[config.mk]
export PLATFORM = sky130hd
export DESIGN_NAME = writeback_stage_flat
export DESIGN_NICKNAME = d
export VERILOG_FILES = /design/src/rtl/writeback_stage_pkg.sv /design/src/rtl/writeback_stage_if.sv /design/src/rtl/writeback_stage_load_align.sv /design/src/rtl/writeback_stage.sv /design/src/flat_wrapper.sv
export SDC_FILE = /design/constraint.sdc
export NUM_CORES = 1
export LEC_CHECK = 0
export CAP_MARGIN = 20
export CORE_MARGIN = 2
export CORE_UTILIZATION = 35
export DETAILED_ROUTE_END_ITERATION = 8
export GPL_TIMING_DRIVEN = 0
export MAX_ROUTING_LAYER = met4
export PLACE_DENSITY = 0.7
export SLEW_MARGIN = 20
export SYNTH_ARGS = -nofsm -noshare
export SYNTH_HDL_FRONTEND = slang
export SYNTH_SLANG_ARGS = --single-unit
[constraint.sdc]
create_clock -name clk -period 1.85 [get_ports clk]
set_input_delay 0.185 -clock clk [delete_from_list [all_inputs] [get_ports clk]]
set_output_delay 0.185 -clock clk [all_outputs]
set_load 0.01 [all_outputs]
[src/rtl/writeback_stage_pkg.sv]
// Shared writeback-stage types: writeback source select and load funct3 codes.
package rv_wb_pkg;

  typedef enum logic [1:0] {
    WB_ALU = 2'd0,
    WB_MEM = 2'd1,
    WB_PC4 = 2'd2
  } wb_sel_e;

  localparam logic [2:0] F3_LB  = 3'b000;
  localparam logic [2:0] F3_LH  = 3'b001;
  localparam logic [2:0] F3_LW  = 3'b010;
  localparam logic [2:0] F3_LBU = 3'b100;
  localparam logic [2:0] F3_LHU = 3'b101;

endpackage

[src/rtl/writeback_stage_if.sv]
// MEM->WB handshake/payload plus the register-file, bypass and retire-count outputs.
interface writeback_stage_if #(
  parameter int DWIDTH   = 32,
  parameter int CNTWIDTH = 64
);
  logic                valid;
  logic                stall;
  logic                flush;
  logic [4:0]          rd;
  logic                regwren;
  logic [1:0]          wbsel;
  logic [DWIDTH-1:0]   alu;
  logic [DWIDTH-1:0]   memdata;
  logic [DWIDTH-1:0]   pc;
  logic [2:0]          funct3;

  logic [4:0]          wb_rd;
  logic [DWIDTH-1:0]   wb_data;
  logic                wb_regwren;
  logic                byp_valid;
  logic [4:0]          byp_rd;
  logic [DWIDTH-1:0]   byp_data;
  logic [CNTWIDTH-1:0] retired;

  modport master (
    output valid, stall, flush, rd, regwren, wbsel, alu, memdata, pc, funct3,
    input  wb_rd, wb_data, wb_regwren, byp_valid, byp_rd, byp_data, retired
  );

  modport slave (
    input  valid, stall, flush, rd, regwren, wbsel, alu, memdata, pc, funct3,
    output wb_rd, wb_data, wb_regwren, byp_valid, byp_rd, byp_data, retired
  );
endinterface

[src/rtl/writeback_stage_load_align.sv]
// Combinational load formatter: picks byte/half from the raw word and extends it.
module load_align
  import rv_wb_pkg::*;
(
  input  logic [31:0] word,
  input  logic [1:0]  off,
  input  logic [2:0]  funct3,
  output logic [31:0] data
);

  logic [7:0]  byte_sel;
  logic [15:0] half_sel;

  always_comb begin
    byte_sel = 8'h00;
    case (off)
      2'd0: byte_sel = word[7:0];
      2'd1: byte_sel = word[15:8];
      2'd2: byte_sel = word[23:16];
      2'd3: byte_sel = word[31:24];
      default: byte_sel = 8'h00;
    endcase
    // off[0] is ignored for halfwords; misaligned halves read the containing half
    half_sel = off[1] ? word[31:16] : word[15:0];

    data = 32'h0;
    case (funct3)
      F3_LB:   data = {{24{byte_sel[7]}}, byte_sel};
      F3_LH:   data = {{16{half_sel[15]}}, half_sel};
      F3_LW:   data = word;
      F3_LBU:  data = {24'h0, byte_sel};
      F3_LHU:  data = {16'h0, half_sel};
      default: data = 32'h0;
    endcase
  end

endmodule

[src/rtl/writeback_stage.sv]
// MEM/WB pipeline register, writeback select, single-write guard and retire counter.
module writeback_stage
  import rv_wb_pkg::*;
#(
  parameter int DWIDTH   = 32,
  parameter int CNTWIDTH = 64
) (
  input  logic              clk,
  input  logic              rst_n,
  writeback_stage_if.slave  bus
);

  logic                valid_q;
  logic                written_q;
  logic [4:0]          rd_q;
  logic                regwren_q;
  logic [1:0]          wbsel_q;
  logic [DWIDTH-1:0]   alu_q;
  logic [DWIDTH-1:0]   memdata_q;
  logic [DWIDTH-1:0]   pc_q;
  logic [2:0]          funct3_q;
  logic [CNTWIDTH-1:0] retired_q;

  logic [31:0]         load_data;
  logic [DWIDTH-1:0]   data_sel;
  logic                byp_live;
  logic                sel_ok;
  logic                wren_out;

  load_align u_load_align (
    .word   (memdata_q[31:0]),
    .off    (alu_q[1:0]),
    .funct3 (funct3_q),
    .data   (load_data)
  );

  always_ff @(posedge clk or negedge rst_n) begin
    if (!rst_n) begin
      valid_q   <= 1'b0;
      written_q <= 1'b0;
      rd_q      <= '0;
      regwren_q <= 1'b0;
      wbsel_q   <= '0;
      alu_q     <= '0;
      memdata_q <= '0;
      pc_q      <= '0;
      funct3_q  <= '0;
      retired_q <= '0;
    end else begin
      if (!bus.stall) begin
        if (bus.flush) begin
          valid_q <= 1'b0;
        end else begin
          valid_q   <= bus.valid;
          rd_q      <= bus.rd;
          regwren_q <= bus.regwren;
          wbsel_q   <= bus.wbsel;
          alu_q     <= bus.alu;
          memdata_q <= bus.memdata;
          pc_q      <= bus.pc;
          funct3_q  <= bus.funct3;
        end
      end

      // Remember a write already issued while stalled so it is not repeated
      if (bus.stall) begin
        written_q <= written_q | wren_out;
      end else begin
        written_q <= 1'b0;
      end

      if (valid_q && !bus.stall) begin
        retired_q <= retired_q + CNTWIDTH'(1);
      end
    end
  end

  always_comb begin
    data_sel = '0;
    sel_ok   = 1'b1;
    case (wbsel_q)
      WB_ALU:  data_sel = alu_q;
      WB_MEM:  data_sel = DWIDTH'(load_data);
      WB_PC4:  data_sel = pc_q + DWIDTH'(4);
      default: begin
        data_sel = '0;
        sel_ok   = 1'b0;
      end
    endcase
  end

  assign byp_live = valid_q & regwren_q & (rd_q != 5'd0);
  assign wren_out = byp_live & ~written_q & sel_ok;

  assign bus.wb_rd      = rd_q;
  assign bus.wb_data    = data_sel;
  assign bus.wb_regwren = wren_out;
  assign bus.byp_valid  = byp_live;
  assign bus.byp_rd     = rd_q;
  assign bus.byp_data   = data_sel;
  assign bus.retired    = retired_q;

endmodule

[src/flat_wrapper.sv]
// flat-port wrapper written by rule: the top's interface ports become plain ports
module writeback_stage_flat import rv_wb_pkg::*;
#(
  parameter int DWIDTH   = 32,
  parameter int CNTWIDTH = 64
)
  (clk, rst_n, bus_valid, bus_stall, bus_flush, bus_rd, bus_regwren, bus_wbsel, bus_alu, bus_memdata, bus_pc, bus_funct3, bus_wb_rd, bus_wb_data, bus_wb_regwren, bus_byp_valid, bus_byp_rd, bus_byp_data, bus_retired);
  writeback_stage_if #(.DWIDTH(DWIDTH), .CNTWIDTH(CNTWIDTH)) bus_i ();
  input  logic clk;
  input  logic rst_n;
  input wire logic [$bits(bus_i.valid)-1:0] bus_valid;
  input wire logic [$bits(bus_i.stall)-1:0] bus_stall;
  input wire logic [$bits(bus_i.flush)-1:0] bus_flush;
  input wire logic [$bits(bus_i.rd)-1:0] bus_rd;
  input wire logic [$bits(bus_i.regwren)-1:0] bus_regwren;
  input wire logic [$bits(bus_i.wbsel)-1:0] bus_wbsel;
  input wire logic [$bits(bus_i.alu)-1:0] bus_alu;
  input wire logic [$bits(bus_i.memdata)-1:0] bus_memdata;
  input wire logic [$bits(bus_i.pc)-1:0] bus_pc;
  input wire logic [$bits(bus_i.funct3)-1:0] bus_funct3;
  output wire logic [$bits(bus_i.wb_rd)-1:0] bus_wb_rd;
  output wire logic [$bits(bus_i.wb_data)-1:0] bus_wb_data;
  output wire logic [$bits(bus_i.wb_regwren)-1:0] bus_wb_regwren;
  output wire logic [$bits(bus_i.byp_valid)-1:0] bus_byp_valid;
  output wire logic [$bits(bus_i.byp_rd)-1:0] bus_byp_rd;
  output wire logic [$bits(bus_i.byp_data)-1:0] bus_byp_data;
  output wire logic [$bits(bus_i.retired)-1:0] bus_retired;
  assign bus_i.valid = bus_valid;
  assign bus_i.stall = bus_stall;
  assign bus_i.flush = bus_flush;
  assign bus_i.rd = bus_rd;
  assign bus_i.regwren = bus_regwren;
  assign bus_i.wbsel = bus_wbsel;
  assign bus_i.alu = bus_alu;
  assign bus_i.memdata = bus_memdata;
  assign bus_i.pc = bus_pc;
  assign bus_i.funct3 = bus_funct3;
  assign bus_wb_rd = bus_i.wb_rd;
  assign bus_wb_data = bus_i.wb_data;
  assign bus_wb_regwren = bus_i.wb_regwren;
  assign bus_byp_valid = bus_i.byp_valid;
  assign bus_byp_rd = bus_i.byp_rd;
  assign bus_byp_data = bus_i.byp_data;
  assign bus_retired = bus_i.retired;
  writeback_stage #(.DWIDTH(DWIDTH), .CNTWIDTH(CNTWIDTH)) u_core (.clk(clk), .rst_n(rst_n), .bus(bus_i));
endmodule
# Word level (Yosys, flattened, before mapping)
# Cells that the tools add are included.
# W data, S select, Z words.
# word_totals
input_bits,112
ff_bits,173
wordCells,44
out_inout_bits,140
# op_classes
n_reduce_logical,8
eq_ne,9
mux,7
n_addsub,2
bitwise_logic,8
# op_table
operator,n
$pmux W32 S5,1
$pmux W32 S3,1
$add A64 B1 Y64 const B,1
$add A32 B3 Y32 const B,1
$pmux W8 S4,1
$mux W16,1
$eq A2 B2 Y1 const B,3
$eq A3 B3 Y1 const B,2
$reduce_bool A5 Y1,1
$and A1 B1 Y1,4
$eq A2 B1 Y1 const B,2
$logic_not A2 Y1,2
$eq A3 B1 Y1 const B,1
$eq A3 B2 Y1 const B,1
$logic_not A3 Y1,1
$mux W1,3
$not A1 Y1,3
$reduce_or A3 Y1,1
$reduce_and A2 Y1,1
$logic_and A1 B1 Y1,1
$logic_not A1 Y1,1
$or A1 B1 Y1,1

# Logic depth before layout (Yosys ltp)
# logic_depth
depth_word,6
ltp_mapped,9
ltp_nobuf,6

# Cells and area by module
# A second synthesis with hierarchy kept.
# hier_totals
hier_cells,854
hier_area_um2,9536.6
# modules_own_cells
module,seq_area_each_um2,area_per_inst_um2,n_inst,cells_per_inst
writeback_stage,4329.2,8600.7,1,731
load_align,0.0,935.9,1,123

# Least setup slack after synthesis
# No wires, ideal clock.
# synth_path
path_type,register to output
startpoint,reg u_core.pc_q[9]
endpoint,out bus_wb_data[25]
setup_slack_ns,-0.208
arrival_time_ns,1.873
path_stages_with_launch,8
n_path_buf,2
t_required_ns,1.665
cell_sequence,dfrtp_1 -> nand4_1 -> nor3_1 -> buf_2 -> nand4b_1 -> xor2_1 -> o21ai_0 -> buf_4
# synth_between
elab_chain_cells,2
# synth_lines
element,line_no,rtl
start: declaration,writeback_stage.sv:20,logic [DWIDTH-1:0] pc_q;
start signal: assignment,writeback_stage.sv:60,pc_q <= bus.pc;
$add A32 B3 Y32,writeback_stage.sv:84,WB_PC4: data_sel = pc_q + DWIDTH'(4);
$pmux W32 S3,writeback_stage.sv:81,case (wbsel_q)
end: declaration,flat_wrapper.sv:22,output wire logic [$bits(bus_i.wb_data)-1:0] bus_wb_data;
# Every way passes these cells.

# Worst setup path in the final report
# layout_path
startpoint,reg u_core.alu_q[1]
endpoint,out bus_wb_data[14]
# layout_between
elab_chain_cells,4
elab_cells_between_ends,8
classes_between,3 x eq/ne; 4 x mux; 1 x reduce/logical
# layout_lines
element,line_no,rtl
start: declaration,writeback_stage.sv:18,logic [DWIDTH-1:0] alu_q;
start signal: assignment,writeback_stage.sv:58,alu_q <= bus.alu;
"$eq A2 B2 Y1, or another cell as far along",writeback_stage_load_align.sv:16,case (off)
$pmux W8 S4,writeback_stage_load_align.sv:16,
$pmux W32 S5 *,writeback_stage_load_align.sv:27,case (funct3)
$pmux W32 S3 *,writeback_stage.sv:81,
# Every way passes the cells marked *; elsewhere a longest branch is shown, timed or not.

==> results.md <==
| Metric | Reported | Unit |
|:---|:---|:---|
| Routed wire length | 32.0 | mm |
| Synth async-reset ratio | 100 | % |
| Number of synthesized register bits | 173 | - |
| Placement Setup Slack | -1010 | ps |
| Number of antenna violations at the first check in global routing | 6 | - |
| Clk sink count | 173 | - |
| Area of the core region | 25300 | um^2 |
| WP data arrival | 2480 | ps |
| Proportion of layout cells with a drive suffix above 1 | 47.9 | % |
| Crit path max-delay family | buffers and inverters | - |
| Avg Cell Area, Syn | 11.3 | um^2 |
| Max-cap viol count | 0 | - |
| Number of unique standard cell types used by synthesis | 54 | - |
| Crit path max fanout | 6 | - |
| Status | finished, violations left | - |
| Slew headroom | 53.0 | % |
| Worst Tran Pin Value | 704 | ps |
| Height of the die | 165 | um |
| Vias after detailed routing | 8145 | - |
| Antenna viol nets, final | 0 | - |
| Yosys warning count | 0 | - |
| Final worst setup slack | -814 | ps |
| Chip width | 165 | um |
| Maximum number of pins on one net before global-route repair | 98 | - |
| Static leakage | 6.52 | nW |
| Delay contributed by the slowest stage of the critical path | 540 | ps |
| Post-synthesis instance area | 9040 | um^2 |
| IO Count | 252 | - |
| Relative contribution of the clock network to total power | 28.4 | % |
| Flop2flop setup slack | 20 | ps |
| Starting density of the core | 35.8 | % |
| Class of the worst hold path | in -> async | - |
| Highest-delay cell along the critical path | sky130_fd_sc_hd__mux4_2 | - |
| Gpl congestion | 0.947 | - |
| Final worst path period share | 144 | % |
| GR Util All Layers | 23.3 | % |
| Global-route wire length before repair | 46.7 | mm |
| HPWL Detailed | 20.6 | mm |
| Signed area change from the synthesized netlist to the final layout | 65.4 | % |
| Library cell used as clock root buffer | sky130_fd_sc_hd__clkbuf_16 | - |
| Design internal power | 8.60 | mW |
| Final-layout setup total negative slack | -41860 | ps |
| H-tree depth reported by CTS | 4 | - |
| Most instantiated library cell after synthesis | sky130_fd_sc_hd__dfrtp_1 | - |
| Area enclosed by the die boundary | 27100 | um^2 |
| Peak supply drop | 527 | uV |
| Final routed DRC violation total | 0 | - |
| Sequential fraction of the synthesis area | 47.9 | % |
| WL/cell | 20.6 | um |
| Net count of the mapped netlist | 917 | - |
| Violated checks | negative setup slack | - |
| Final period demand of the worst path | 2660 | ps |
| Skew-Pair Late Insertion Delay | 430 | ps |
| Utilization after layout | 59.2 | % |
| Number of buffers and inverters on the critical path | 5 | - |
| Count of input and output buffers | 251 | - |
| Primary FF master, synth | sky130_fd_sc_hd__dfrtp_1 | - |
| Number of nets in the final layout | 1319 | - |
| Setup Crit Path Kind | reg -> out | - |
| Setup violation total in the final timing report | 65 | - |
| CTS tree | done | - |
| Data required time at the worst endpoint | 1660 | ps |
| Leading post-synthesis cells by instance count | sky130_fd_sc_hd__dfrtp_1, sky130_fd_sc_hd__mux2_2, sky130_fd_sc_hd__xor2_1, sky130_fd_sc_hd__nand2_1, sky130_fd_sc_hd__nor2_1 | - |
| Part of the total power dissipated in combinational logic | 34.3 | % |
| Leading post-synthesis cells by cell area | sky130_fd_sc_hd__dfrtp_1, sky130_fd_sc_hd__mux2_2, sky130_fd_sc_hd__xor2_1, sky130_fd_sc_hd__xnor2_1, sky130_fd_sc_hd__buf_4 | - |
| Overflow after GRT | 0 | - |
| Cells after synthesis | 803 | - |
| Number of cell rows | 58 | - |
| Maximum clock skew at final layout | 11.1 | ps |
| Overall power of the completed layout | 12.7 | mW |
| Max Freq | 375 | MHz |
| Sequence of cells on the critical path | buf_6 > mux4_2 > nand2b_4 > nor3_4 > buf_12 > buf_12 > o21ai_2 > o211ai_1 > buf_4 > buf_2 | - |
| Final max-slew violation count | 0 | - |
| Number of enable-type register cells in the synthesized netlist | 0 | - |
| Power Density | 847 | nW/um^2 |
| CTS Buf Count | 17 | - |
| Switching pwr | 4.06 | mW |
| Sw Share | 32.1 | % |
| RSZ-0062 raised after global routing | true | - |
| Post-synthesis cell type with the largest combined area | sky130_fd_sc_hd__dfrtp_1 | - |
| Fillers | 2021 | - |
| CTS clk-pin slew, worst paths | 70 | ps |
| Cell mode on critical path | sky130_fd_sc_hd__buf_12 | - |
| Initial DRC Count | 479 | - |
| Detailed Routing Iterations Pass 1 | 7 | - |
| Area fraction of the dominant cell type after synthesis | 47.9 | % |
| Buffer levels on the longest clock path | 2 | - |
| Average via count per standard cell | 5.24 | - |
| CP startpoint kind | register | - |
| Crit path capture type | primary output | - |
| Number of global-route vias before repair | 8228 | - |
| Seq pwr share | 37.2 | % |
| Final-report hold violation count | 0 | - |
-- power by group through the flow --
stage / combinational (mW) / clock (mW) / sequential, mW
after floorplan: 1.65 / 0 / 4.54
after global placement: 3.18 / 0 / 4.65
after detailed placement: 3.23 / 0 / 4.66
after CTS: 3.91 / 3.65 / 4.64
after global routing: 4.60 / 3.84 / 4.75
final: 4.35 / 3.60 / 4.71
-- stage by stage --
stage          cell area [um^2]  hold WS, ps  std cells
2_1_floorplan              9110         -111        803
3_3_place_gp              12000          457       1384
3_5_place_dp              12100        -38.7       1386
4_1_cts                   14000          106       1497
5_1_grt                   15000          114       1553
6_report                  15000          116       1553
-- layout make-up --
class,count,area (um^2),area share (%)
inverters,14,56.3,0.377
multi-input cells,540,5250,35.1
clock inverters,12,123,0.820
clock buffers,19,453,3.03
repair buffers,393,3710,24.8
well taps,330,413,2.76
flip-flops and latches,173,4360,29.2
plain buffers,66,571,3.82
diodes,6,15.0,0.100
-- cell usage in the layout, fill, tap and decap left out, drive strengths merged, types with 2 or more instances in the layout --
cell           instances
buf                  256
clkdlybuf4s50        182
dfrtp                173
mux2                 106
xor2                  52
nand2                 50
nor2                  45
clkbuf                38
xnor2                 35
nand4                 32
nand3                 30
o21ai                 30
mux2i                 20
inv                   20
nor3                  19
a221oi                17
and3                  15
nor4                  13
a21oi                 11
o211ai                 8
o22ai                  7
nor2b                  7
diode                  6
o221ai                 6
a22o                   5
and4                   5
nand2b                 5
and2                   4
clkinvlp               3
mux4                   2
a32oi                  2
or3                    2
a22oi                  2
or4                    2
ha                     2
clkinv                 2
-- sequential cells by signal (all words and copies together) (netlist names) --
name / count
u_core.memdata_q: 32
u_core.written_q: 1
u_core.alu_q: 32
u_core.wbsel_q: 2
u_core.valid_q: 1
u_core.regwren_q: 1
u_core.funct3_q: 3
u_core.pc_q: 32
u_core.bus.byp_rd: 5
u_core.bus.retired: 64
-- worst paths after layout --
path	startpoint	end	cells after the start
max in group asynchronous	rst_n	u_core.bus.retired[21]	4
hold reg to reg	u_core.bus.retired[63]	u_core.bus.retired[63]	1
setup / recovery	u_core.alu_q[1]	bus_wb_data[14]	10
min in group clk	bus_funct3[1]	u_core.funct3_q[1]	3
setup reg to reg	u_core.bus.retired[11]	u_core.bus.retired[21]	6
hold / removal	rst_n	u_core.memdata_q[6]	2
-- logic make-up after synthesis --
family,Yosys count,share of synthesized area (%)
simple gates,232,15.1
xor+xnor,87,8.51
mux,128,15.9
flops,173,47.9
buf+inv,90,5.58
compound gates,91,6.78
fa+ha+maj,2,0.277
-- layer usage --
| layer | routed length [um] | GRT usage (%) | vias to the layer above |
|---|---|---|---|
| met5 | 0 | - | - |
| li1 | - | - | 3669 |
| met4 | 977 | 6.96 | 0 |
| met2 | 15900 | 38.9 | 337 |
| met1 | 12600 | 26.7 | 4074 |
| met3 | 2630 | 7.71 | 65 |
-- timing repair --
action                                  in CTS  in global routing
hold buffers                                 1                  0
hold endpoints to repair                    97                  0
buffers inserted                            84                 56
resized for setup                          494                113
endpoints found under the setup margin     188                125
pin swaps                                   59                 59
cloned                                       4                  2
(Power assumes the default switching activity.)
